## src/rtl/ex_stage_if.sv

```systemverilog
// Bundle of the ID->EX inputs and EX->MEM registered outputs of the execute stage.
// The slave modport is the EX stage itself; the master side is the surrounding pipeline.
interface ex_stage_if;
  logic [3:0]  opcode_id_ex;
  logic [15:0] id_pc;
  logic [15:0] id_src1;
  logic [15:0] id_src2;
  logic [15:0] id_imm;
  logic [15:0] id_store_data;
  logic [2:0]  id_op_dest;
  logic        id_mem_write_en;
  logic        id_wb_mux;
  logic        id_wb_en;
  logic        mem_ready;

  logic [3:0]  opcode_ex_mem;
  logic [15:0] ex_alu_res;
  logic [15:0] ex_store_data;
  logic [2:0]  ex_op_dest;
  logic        ex_mem_write_en;
  logic        ex_wb_mux;
  logic        ex_wb_en;
  logic        ex_stall;
  logic        ex_branch_taken;
  logic [15:0] ex_branch_target;

  modport master (
    output opcode_id_ex, id_pc, id_src1, id_src2, id_imm, id_store_data,
           id_op_dest, id_mem_write_en, id_wb_mux, id_wb_en, mem_ready,
    input  opcode_ex_mem, ex_alu_res, ex_store_data, ex_op_dest,
           ex_mem_write_en, ex_wb_mux, ex_wb_en, ex_stall,
           ex_branch_taken, ex_branch_target
  );

  modport slave (
    input  opcode_id_ex, id_pc, id_src1, id_src2, id_imm, id_store_data,
           id_op_dest, id_mem_write_en, id_wb_mux, id_wb_en, mem_ready,
    output opcode_ex_mem, ex_alu_res, ex_store_data, ex_op_dest,
           ex_mem_write_en, ex_wb_mux, ex_wb_en, ex_stall,
           ex_branch_taken, ex_branch_target
  );
endinterface

```

## src/rtl/ex_stage.sv

```systemverilog
// Execute stage: single-cycle ALU, 16-cycle shift-add multiplier, BZ redirect,
// and the EX/MEM pipeline register that holds while mem_ready is low.
module ex_stage #(
  parameter logic [3:0] NOP  = 4'd0,
  parameter logic [3:0] ADD  = 4'd1,
  parameter logic [3:0] SUB  = 4'd2,
  parameter logic [3:0] AND  = 4'd3,
  parameter logic [3:0] OR   = 4'd4,
  parameter logic [3:0] XOR  = 4'd5,
  parameter logic [3:0] SLL  = 4'd6,
  parameter logic [3:0] SRL  = 4'd7,
  parameter logic [3:0] SRA  = 4'd8,
  parameter logic [3:0] ADDI = 4'd9,
  parameter logic [3:0] LD   = 4'd10,
  parameter logic [3:0] ST   = 4'd11,
  parameter logic [3:0] BZ   = 4'd12,
  parameter logic [3:0] MUL  = 4'd13
) (
  input logic      clk,
  input logic      rst,
  ex_stage_if.slave bus
);

  typedef enum logic [1:0] {IDLE, BUSY, DONE} state_t;

  typedef struct packed {
    logic [3:0]  op;
    logic [15:0] res;
    logic [15:0] sd;
    logic [2:0]  dest;
    logic        mw;
    logic        wbm;
    logic        wbe;
  } pipe_t;

  state_t      state;
  logic [3:0]  cnt;
  logic [15:0] mcand;
  logic [15:0] mplier;
  logic [15:0] acc;
  pipe_t       mul_ctl;
  pipe_t       pipe_q;
  pipe_t       nrm;
  logic [15:0] alu_res;
  logic        stall;

  always_comb begin
    alu_res = 16'h0000;
    case (bus.opcode_id_ex)
      ADD:           alu_res = bus.id_src1 + bus.id_src2;
      SUB:           alu_res = bus.id_src1 - bus.id_src2;
      AND:           alu_res = bus.id_src1 & bus.id_src2;
      OR:            alu_res = bus.id_src1 | bus.id_src2;
      XOR:           alu_res = bus.id_src1 ^ bus.id_src2;
      SLL:           alu_res = bus.id_src1 << bus.id_src2[3:0];
      SRL:           alu_res = bus.id_src1 >> bus.id_src2[3:0];
      SRA:           alu_res = 16'($signed(bus.id_src1) >>> bus.id_src2[3:0]);
      ADDI, LD, ST:  alu_res = bus.id_src1 + bus.id_imm;
      NOP, BZ, MUL:  alu_res = 16'h0000;
      default:       alu_res = 16'h0000;
    endcase
  end

  // Single-cycle load value; BZ never writes back or stores, 14-15 become bubbles
  always_comb begin
    nrm.op   = bus.opcode_id_ex;
    nrm.res  = alu_res;
    nrm.sd   = bus.id_store_data;
    nrm.dest = bus.id_op_dest;
    nrm.mw   = bus.id_mem_write_en;
    nrm.wbm  = bus.id_wb_mux;
    nrm.wbe  = bus.id_wb_en;
    if (bus.opcode_id_ex == BZ) begin
      nrm.mw  = 1'b0;
      nrm.wbe = 1'b0;
    end
    if (bus.opcode_id_ex > MUL) nrm = '0;
  end

  assign stall = !bus.mem_ready
              || (state == IDLE && bus.opcode_id_ex == MUL)
              || (state == BUSY);

  assign bus.ex_stall         = stall;
  assign bus.ex_branch_taken  = (bus.opcode_id_ex == BZ) && (bus.id_src1 == 16'h0000)
                              && (state == IDLE) && !stall;
  assign bus.ex_branch_target = bus.id_pc + bus.id_imm;

  assign bus.opcode_ex_mem   = pipe_q.op;
  assign bus.ex_alu_res      = pipe_q.res;
  assign bus.ex_store_data   = pipe_q.sd;
  assign bus.ex_op_dest      = pipe_q.dest;
  assign bus.ex_mem_write_en = pipe_q.mw;
  assign bus.ex_wb_mux       = pipe_q.wbm;
  assign bus.ex_wb_en        = pipe_q.wbe;

  always_ff @(posedge clk or posedge rst) begin
    if (rst) begin
      state   <= IDLE;
      cnt     <= 4'd0;
      mcand   <= 16'h0000;
      mplier  <= 16'h0000;
      acc     <= 16'h0000;
      mul_ctl <= '0;
      pipe_q  <= '0;
    end else begin
      case (state)
        IDLE: begin
          if (bus.mem_ready) begin
            if (bus.opcode_id_ex == MUL) begin
              state   <= BUSY;
              cnt     <= 4'd0;
              mcand   <= bus.id_src1;
              mplier  <= bus.id_src2;
              acc     <= 16'h0000;
              mul_ctl <= nrm;
              pipe_q  <= '0;
            end else begin
              pipe_q <= nrm;
            end
          end
        end
        // One multiplier bit per cycle; the iteration ignores mem_ready
        BUSY: begin
          acc    <= acc + (mplier[0] ? mcand : 16'h0000);
          mcand  <= mcand << 1;
          mplier <= mplier >> 1;
          cnt    <= cnt + 4'd1;
          if (cnt == 4'd15) state <= DONE;
          if (bus.mem_ready) pipe_q <= '0;
        end
        DONE: begin
          if (bus.mem_ready) begin
            state      <= IDLE;
            pipe_q     <= mul_ctl;
            pipe_q.op  <= MUL;
            pipe_q.res <= acc;
          end
        end
        default: state <= IDLE;
      endcase
    end
  end

endmodule

```

## src/flat_wrapper.sv

```systemverilog
// flat-port wrapper written by rule: the top's interface ports become plain ports
module ex_stage_flat 
#(
  parameter logic [3:0] NOP  = 4'd0,
  parameter logic [3:0] ADD  = 4'd1,
  parameter logic [3:0] SUB  = 4'd2,
  parameter logic [3:0] AND  = 4'd3,
  parameter logic [3:0] OR   = 4'd4,
  parameter logic [3:0] XOR  = 4'd5,
  parameter logic [3:0] SLL  = 4'd6,
  parameter logic [3:0] SRL  = 4'd7,
  parameter logic [3:0] SRA  = 4'd8,
  parameter logic [3:0] ADDI = 4'd9,
  parameter logic [3:0] LD   = 4'd10,
  parameter logic [3:0] ST   = 4'd11,
  parameter logic [3:0] BZ   = 4'd12,
  parameter logic [3:0] MUL  = 4'd13
)
  (clk, rst, bus_opcode_id_ex, bus_id_pc, bus_id_src1, bus_id_src2, bus_id_imm, bus_id_store_data, bus_id_op_dest, bus_id_mem_write_en, bus_id_wb_mux, bus_id_wb_en, bus_mem_ready, bus_opcode_ex_mem, bus_ex_alu_res, bus_ex_store_data, bus_ex_op_dest, bus_ex_mem_write_en, bus_ex_wb_mux, bus_ex_wb_en, bus_ex_stall, bus_ex_branch_taken, bus_ex_branch_target);
  ex_stage_if bus_i ();
  input logic clk;
  input logic rst;
  input wire logic [$bits(bus_i.opcode_id_ex)-1:0] bus_opcode_id_ex;
  input wire logic [$bits(bus_i.id_pc)-1:0] bus_id_pc;
  input wire logic [$bits(bus_i.id_src1)-1:0] bus_id_src1;
  input wire logic [$bits(bus_i.id_src2)-1:0] bus_id_src2;
  input wire logic [$bits(bus_i.id_imm)-1:0] bus_id_imm;
  input wire logic [$bits(bus_i.id_store_data)-1:0] bus_id_store_data;
  input wire logic [$bits(bus_i.id_op_dest)-1:0] bus_id_op_dest;
  input wire logic [$bits(bus_i.id_mem_write_en)-1:0] bus_id_mem_write_en;
  input wire logic [$bits(bus_i.id_wb_mux)-1:0] bus_id_wb_mux;
  input wire logic [$bits(bus_i.id_wb_en)-1:0] bus_id_wb_en;
  input wire logic [$bits(bus_i.mem_ready)-1:0] bus_mem_ready;
  output wire logic [$bits(bus_i.opcode_ex_mem)-1:0] bus_opcode_ex_mem;
  output wire logic [$bits(bus_i.ex_alu_res)-1:0] bus_ex_alu_res;
  output wire logic [$bits(bus_i.ex_store_data)-1:0] bus_ex_store_data;
  output wire logic [$bits(bus_i.ex_op_dest)-1:0] bus_ex_op_dest;
  output wire logic [$bits(bus_i.ex_mem_write_en)-1:0] bus_ex_mem_write_en;
  output wire logic [$bits(bus_i.ex_wb_mux)-1:0] bus_ex_wb_mux;
  output wire logic [$bits(bus_i.ex_wb_en)-1:0] bus_ex_wb_en;
  output wire logic [$bits(bus_i.ex_stall)-1:0] bus_ex_stall;
  output wire logic [$bits(bus_i.ex_branch_taken)-1:0] bus_ex_branch_taken;
  output wire logic [$bits(bus_i.ex_branch_target)-1:0] bus_ex_branch_target;
  assign bus_i.opcode_id_ex = bus_opcode_id_ex;
  assign bus_i.id_pc = bus_id_pc;
  assign bus_i.id_src1 = bus_id_src1;
  assign bus_i.id_src2 = bus_id_src2;
  assign bus_i.id_imm = bus_id_imm;
  assign bus_i.id_store_data = bus_id_store_data;
  assign bus_i.id_op_dest = bus_id_op_dest;
  assign bus_i.id_mem_write_en = bus_id_mem_write_en;
  assign bus_i.id_wb_mux = bus_id_wb_mux;
  assign bus_i.id_wb_en = bus_id_wb_en;
  assign bus_i.mem_ready = bus_mem_ready;
  assign bus_opcode_ex_mem = bus_i.opcode_ex_mem;
  assign bus_ex_alu_res = bus_i.ex_alu_res;
  assign bus_ex_store_data = bus_i.ex_store_data;
  assign bus_ex_op_dest = bus_i.ex_op_dest;
  assign bus_ex_mem_write_en = bus_i.ex_mem_write_en;
  assign bus_ex_wb_mux = bus_i.ex_wb_mux;
  assign bus_ex_wb_en = bus_i.ex_wb_en;
  assign bus_ex_stall = bus_i.ex_stall;
  assign bus_ex_branch_taken = bus_i.ex_branch_taken;
  assign bus_ex_branch_target = bus_i.ex_branch_target;
  ex_stage #(.NOP(NOP), .ADD(ADD), .SUB(SUB), .AND(AND), .OR(OR), .XOR(XOR), .SLL(SLL), .SRL(SRL), .SRA(SRA), .ADDI(ADDI), .LD(LD), .ST(ST), .BZ(BZ), .MUL(MUL)) u_core (.clk(clk), .rst(rst), .bus(bus_i));
endmodule
```

## config.mk

```make
export PLATFORM = sky130hd
export DESIGN_NAME = ex_stage_flat
export DESIGN_NICKNAME = d
export VERILOG_FILES = /design/src/rtl/ex_stage_if.sv /design/src/rtl/ex_stage.sv /design/src/flat_wrapper.sv
export SDC_FILE = /design/constraint.sdc
export NUM_CORES = 1
export LEC_CHECK = 0
export BUFFER_PORTS_ARGS = -buffer_cell sky130_fd_sc_hd__buf_2
export CORE_ASPECT_RATIO = 0.7
export CORE_MARGIN = 4
export CORE_UTILIZATION = 64
export DETAILED_ROUTE_END_ITERATION = 8
export HOLD_SLACK_MARGIN = 0.03
export PLACE_DENSITY = 0.95
export SLEW_MARGIN = 20
export SYNTH_ARGS = -nofsm -noshare
export SYNTH_HDL_FRONTEND = slang
export SYNTH_SLANG_ARGS = --single-unit
```

## constraint.sdc

```tcl
create_clock -name clk -period 7.25 [get_ports clk]
set_clock_uncertainty 0.05 [all_clocks]
set_input_delay 1.45 -clock clk [delete_from_list [all_inputs] [get_ports clk]]
set_output_delay 1.45 -clock clk [all_outputs]
set_load 0.1 [all_outputs]
```

# == Yosys cells after proc, flatten, opt, wreduce, memory -nomap -nowiden ==
# Cells that the tools add are included.
# op_classes
n_addsub,6
bitwise_logic,3
n_shift,3
magnitude_cmp,1
eq_ne,21
n_reduce_logical,17
muxes,27
# ops
cell,count
two-way mux 42 bit,5
case mux 16 bit (9 select lines),1
case mux 42 bit (3 select lines),1
two-way mux 16 bit,7
case mux 16 bit (2 select lines),3
adder 16 bit,4
== test 4 bit (second input constant),7
bitwise AND 16 bit,1
== test 4 x 3 -> 1 bit (second input constant),4
logical NOT 16 bit,1
bitwise OR 16 bit,1
left shift 16 x 4 -> 16 bit,1
>> shifter 16 x 4 -> 16 bit,1
>>> shifter 16 x 4 -> 16 bit,1
subtractor 16 bit,1
bitwise XOR 16 bit,1
!= test 2 bit (second input constant),5
== test 4 x 2 -> 1 bit (second input constant),2
two-way mux 2 bit,4
two-way mux 4 bit,2
case mux 4 bit (2 select lines),1
AND reduction 4 bit,2
case mux 2 bit (3 select lines),1
AND reduction 3 bit,2
other kinds (13),19
# word_totals
output_inout_bits,60
register_bits,118
word_cells,95
in_bits,93

# == Logic depth before layout (Yosys ltp) ==
# logic_depth
word_depth,7
depth_mapped,19
depth_no_buf,16

# == Worst setup path before layout ==
# No wires, ideal clock.
# synth_path
path_kind,input to output
from,in bus_id_imm[0]
to,out bus_ex_branch_target[14]
setup_slack_ns,-0.704
n_path_buf,0
stages,10
required_time_ns,5.750
arrival_ns,6.454
path_cell_list,ha_1 > inv_1 > fa_1 > nor2b_1 > o21a_1 > o21ai_0 > a221o_1 > a31oi_1 > nor2_1 > o311ai_0
# synth_between
elab_chain_len,1
# synth_lines
element,line_no,source
from (decl),flat_wrapper.sv:27,input wire logic [$bits(bus_i.id_imm)-1:0] bus_id_imm;
adder 16 bit,ex_stage.sv:87,assign bus.ex_branch_target = bus.id_pc + bus.id_imm;
to (decl),flat_wrapper.sv:43,output wire logic [$bits(bus_i.ex_branch_target)-1:0] bus_ex_branch_target;
# No other way between the ends.

# == Final worst setup path ==
# layout_path
from,in bus_id_imm[2]
to,out bus_ex_branch_target[15]
# The elaborated chain is that of the path after synthesis.

==> results.yml <==
route:
  drtAntennaViolNets: 0
  dr.first_iter.drc_count: 1680
  post_drt_wl_per_cell_um: 23.94
  via_density: 6.937
  route.detailed.drc: 0
  firstDrtPassIters: 6
  via_count: 11315
  wirelength_mm: 39.04
clocking:
  tritoncts: "built"
  post_cts.resized_instances: 0
  number_of_levels_the_h_tree_was_split_into: 4
  cts.hold.buffers_added: 0
  cts.sink_count: 118
  post-cts-setup-buffer-count: 0
  max-clock-path-buffers: 2
  cts_inserted_buffers: 17
  worstSkewPairLatency_ns: 0.42
  path_clk_slew_ns: 0.06
  clockRootBuffer: "clkbuf_16"
sta:
  finalHoldViolations: 0
  slew_viol_final: 0
  timing.fmax_mhz: 173.9
  timing.slew.headroom_pct: 24.64
  crit_path_time_final_ns: 5.751
  worstMarginPinSlew_ns: 1.116
  period_share_pct: 79.32
  setup-violations-final: 0
  timing.setup.tns_ns: 0
  rsz_0062_raised_after_global_routing: "false"
finish:
  design.final.nets: 1581
  final.fill_count: 1152
  final_core_occ_pct: 75.35
  layout-drive-gt1-share_pct: 16.51
  synthToLayoutAreaGrowth_pct: 13.93
  diodes: 0
  postLayoutCellArea_mm2: 0.01186
yosys:
  post-synth-top-area-fraction_pct: 28.37
  netlist-cell-type-count: 77
  synthesis.area_per_instance_um2: 8.044
  yosys_warnings: 0
  syn_nets: 1477
  synth_compound_area_share_pct: 25.65
  post_synth_and_or_nand_nor_area_fraction_pct: 19.75
  netlist_instances: 1294
  synth-async-reset-ratio_pct: 100.0
  synth.most_common_cell: "nor2_1"
  postSynth.topFlopCell: "dfrtp_1"
  synth_top_family_by_area: "compound AO/OA/AOI/OAI gates"
  ys_top_cells_by_area: "dfrtp_1, ha_1, nor2_1"
  yosys-mux-area-fraction_pct: 7.104
  netlist.top_cell.by_area: "dfrtp_1"
  syn_area_mm2: 0.01041
  yosysSeqAreaShare_pct: 28.37
  synth-edff-count: 0
  xor_xnor_share_of_the_synthesized_area_pct: 2.861
  synth_adder_area_share_pct: 11.03
  synth-seq-cells: 118
  yosys-top-cells-count: "nor2_1, nand2_1, dfrtp_1"
grt:
  grt_first_pass_wirelength_mm: 58.95
  most_congested_layer_reported_by_global_routing: "met2"
  grt_pass1_vias: 10391
  grt_remaining_overflow: 0
  grt_use_met3_pct: 15.62
  grt.total_usage_pct: 41.11
  maximum_number_of_pins_on_one_net_before_global_route_repair: 79
  met1_usage_pct: 57.45
  gr-usage-met2_pct: 58.90
  grt_antenna_before_repair: 0
power:
  highest_ir_drop_seen_on_vdd_mv: 0.3354
  leakage_nw: 5.532
  cellPowerDensity_mw_per_mm2: 438.0
worst_setup_path:
  critical_path_arrival_ns: 4.25
  crit_required_ns: 5.75
  r2r_slack_ns: 3.77
  crit_fanout: 4
  critPathKind: "in -> out"
  worst_setup_ep_type: "primary output"
  critical_path.startpoint_type: "input port"
floorplan:
  placeableCoreArea_mm2: 0.01574
  initial_utilization_pct: 66.14
  die_width_um: 160.4
  chip_height_um: 114.7
  io_pins: 153
  design.die.area_mm2: 0.01840
  num_rows: 38
outcome:
  run_status: "completed"
placement:
  dpl.hpwl_mm: 28.48
  placed_area_mm2: 0.01124
  place.port_buffers: 152
  gp_congestion: 1.060
min_path:
  worst_hold_path_type: "reg -> reg"
job:
  max_cap_viol_count: 0
==> cell type report <==
cell class | instances | area (um^2) | area share [%]
multi-input cells | 1040 | 6942 | 58.54
well taps | 220 | 275.3 | 2.321
inverters | 55 | 209.0 | 1.762
flip-flops and latches | 118 | 2953 | 24.90
clock inverters | 14 | 175.2 | 1.477
repair buffers | 166 | 865.8 | 7.301
clock buffers | 18 | 439.2 | 3.703
==> final timing paths <==
kind	from	endpoint	cells past startpoint
min in group asynchronous	rst	u_core.cnt[3]	2
min reg2reg	u_core.bus.opcode_ex_mem[2]	u_core.bus.opcode_ex_mem[2]	2
max reg2reg	u_core.mplier[0]	u_core.acc[15]	9
min	u_core.bus.opcode_ex_mem[2]	u_core.bus.opcode_ex_mem[2]	2
max in group asynchronous	rst	u_core.bus.ex_store_data[13]	3
max	bus_id_imm[2]	bus_ex_branch_target[15]	10
==> worst max-delay path, cell delays in order <==
cell      delay, ns
buf_2          0.12
ha_1           0.34
o21ai_0        0.13
o21a_1         0.21
o31ai_1        0.40
o31ai_1        0.19
o31ai_1        0.54
nor4_1         0.10
a311oi_1       0.29
buf_2          0.48
==> kinds of logic (layout without fill, tap and decap cells) <==
logic type / Yosys count / after routing
AO/OA/AOI/OAI: 404 / 404
XOR/XNOR: 34 / 34
adder cells (fa/ha/maj): 90 / 90
buffers and inverters: 136 / 253
flip-flops: 118 / 118
multiplexers: 57 / 57
AND/OR/NAND/NOR: 455 / 455
==> cells in the final DEF (no fill, tap or decap), types with 14 or more instances in the layout <==
| master | synthesis | routed |
|---|---|---|
| nor2_1 | 165 | 165 |
| buf_2 | 12 | 152 |
| nand2_1 | 150 | 149 |
| dfrtp_1 | 118 | 118 |
| o21ai_0 | 103 | 103 |
| ha_1 | 87 | 87 |
| a21oi_1 | 84 | 83 |
| inv_1 | 53 | 52 |
| mux2i_1 | 39 | 39 |
| a221oi_1 | 34 | 34 |
| a21o_1 | 25 | 25 |
| nor3_1 | 24 | 24 |
| xnor2_1 | 24 | 24 |
| and2_1 | 21 | 22 |
| o22ai_1 | 21 | 21 |
| nand3_1 | 21 | 21 |
| o31ai_1 | 17 | 17 |
| clkbuf_16 | 0 | 17 |
| buf_4 | 1 | 14 |
==> where the power goes <==
| part | leakage, nW | switching [W] | internal (W) | total (W) |
|---|---|---|---|---|
| clock | 0.293 | 0.000347 | 0.000554 | 0.000900 |
| combinational | 3.81 | 0.00227 | 0.000844 | 0.00312 |
| sequential | 1.43 | 0.000228 | 0.000951 | 0.00118 |
==> stage by stage <==
step | setup WS, ns | instances | total power [W] | hold slack, ns
floorplan | -0.1064 | 1294 | 0.003506 | 0.3996
global placement | 1.537 | 1599 | 0.004085 | 0.4085
detailed placement | 1.482 | 1599 | 0.004180 | 0.4146
CTS | 1.585 | 1631 | 0.005115 | 0.4279
global route | 1.325 | 1631 | 0.005433 | 0.4667
finish | 1.499 | 1631 | 0.005194 | 0.4258
==> sequential cells by signal, summed over array words and instances (netlist names) <==
register                    count
u_core.bus.ex_mem_write_en      1
u_core.mul_ctl                 22
u_core.bus.ex_wb_mux            1
u_core.mcand                   16
u_core.acc                     16
u_core.bus.opcode_ex_mem        4
u_core.state                    2
u_core.bus.ex_store_data       16
u_core.bus.ex_op_dest           3
u_core.bus.ex_alu_res          16
u_core.bus.ex_wb_en             1
u_core.mplier                  16
u_core.cnt                      4
==> layer usage <==
metal,wire (um),vias up,part of all wire (%)
li1,-,4939,-
met1,15260,5288,39
met2,16030,923,41
met3,6289,165,16
met4,1457,0,3.7
met5,0,-,0
Power figures use the tool's default switching activity.
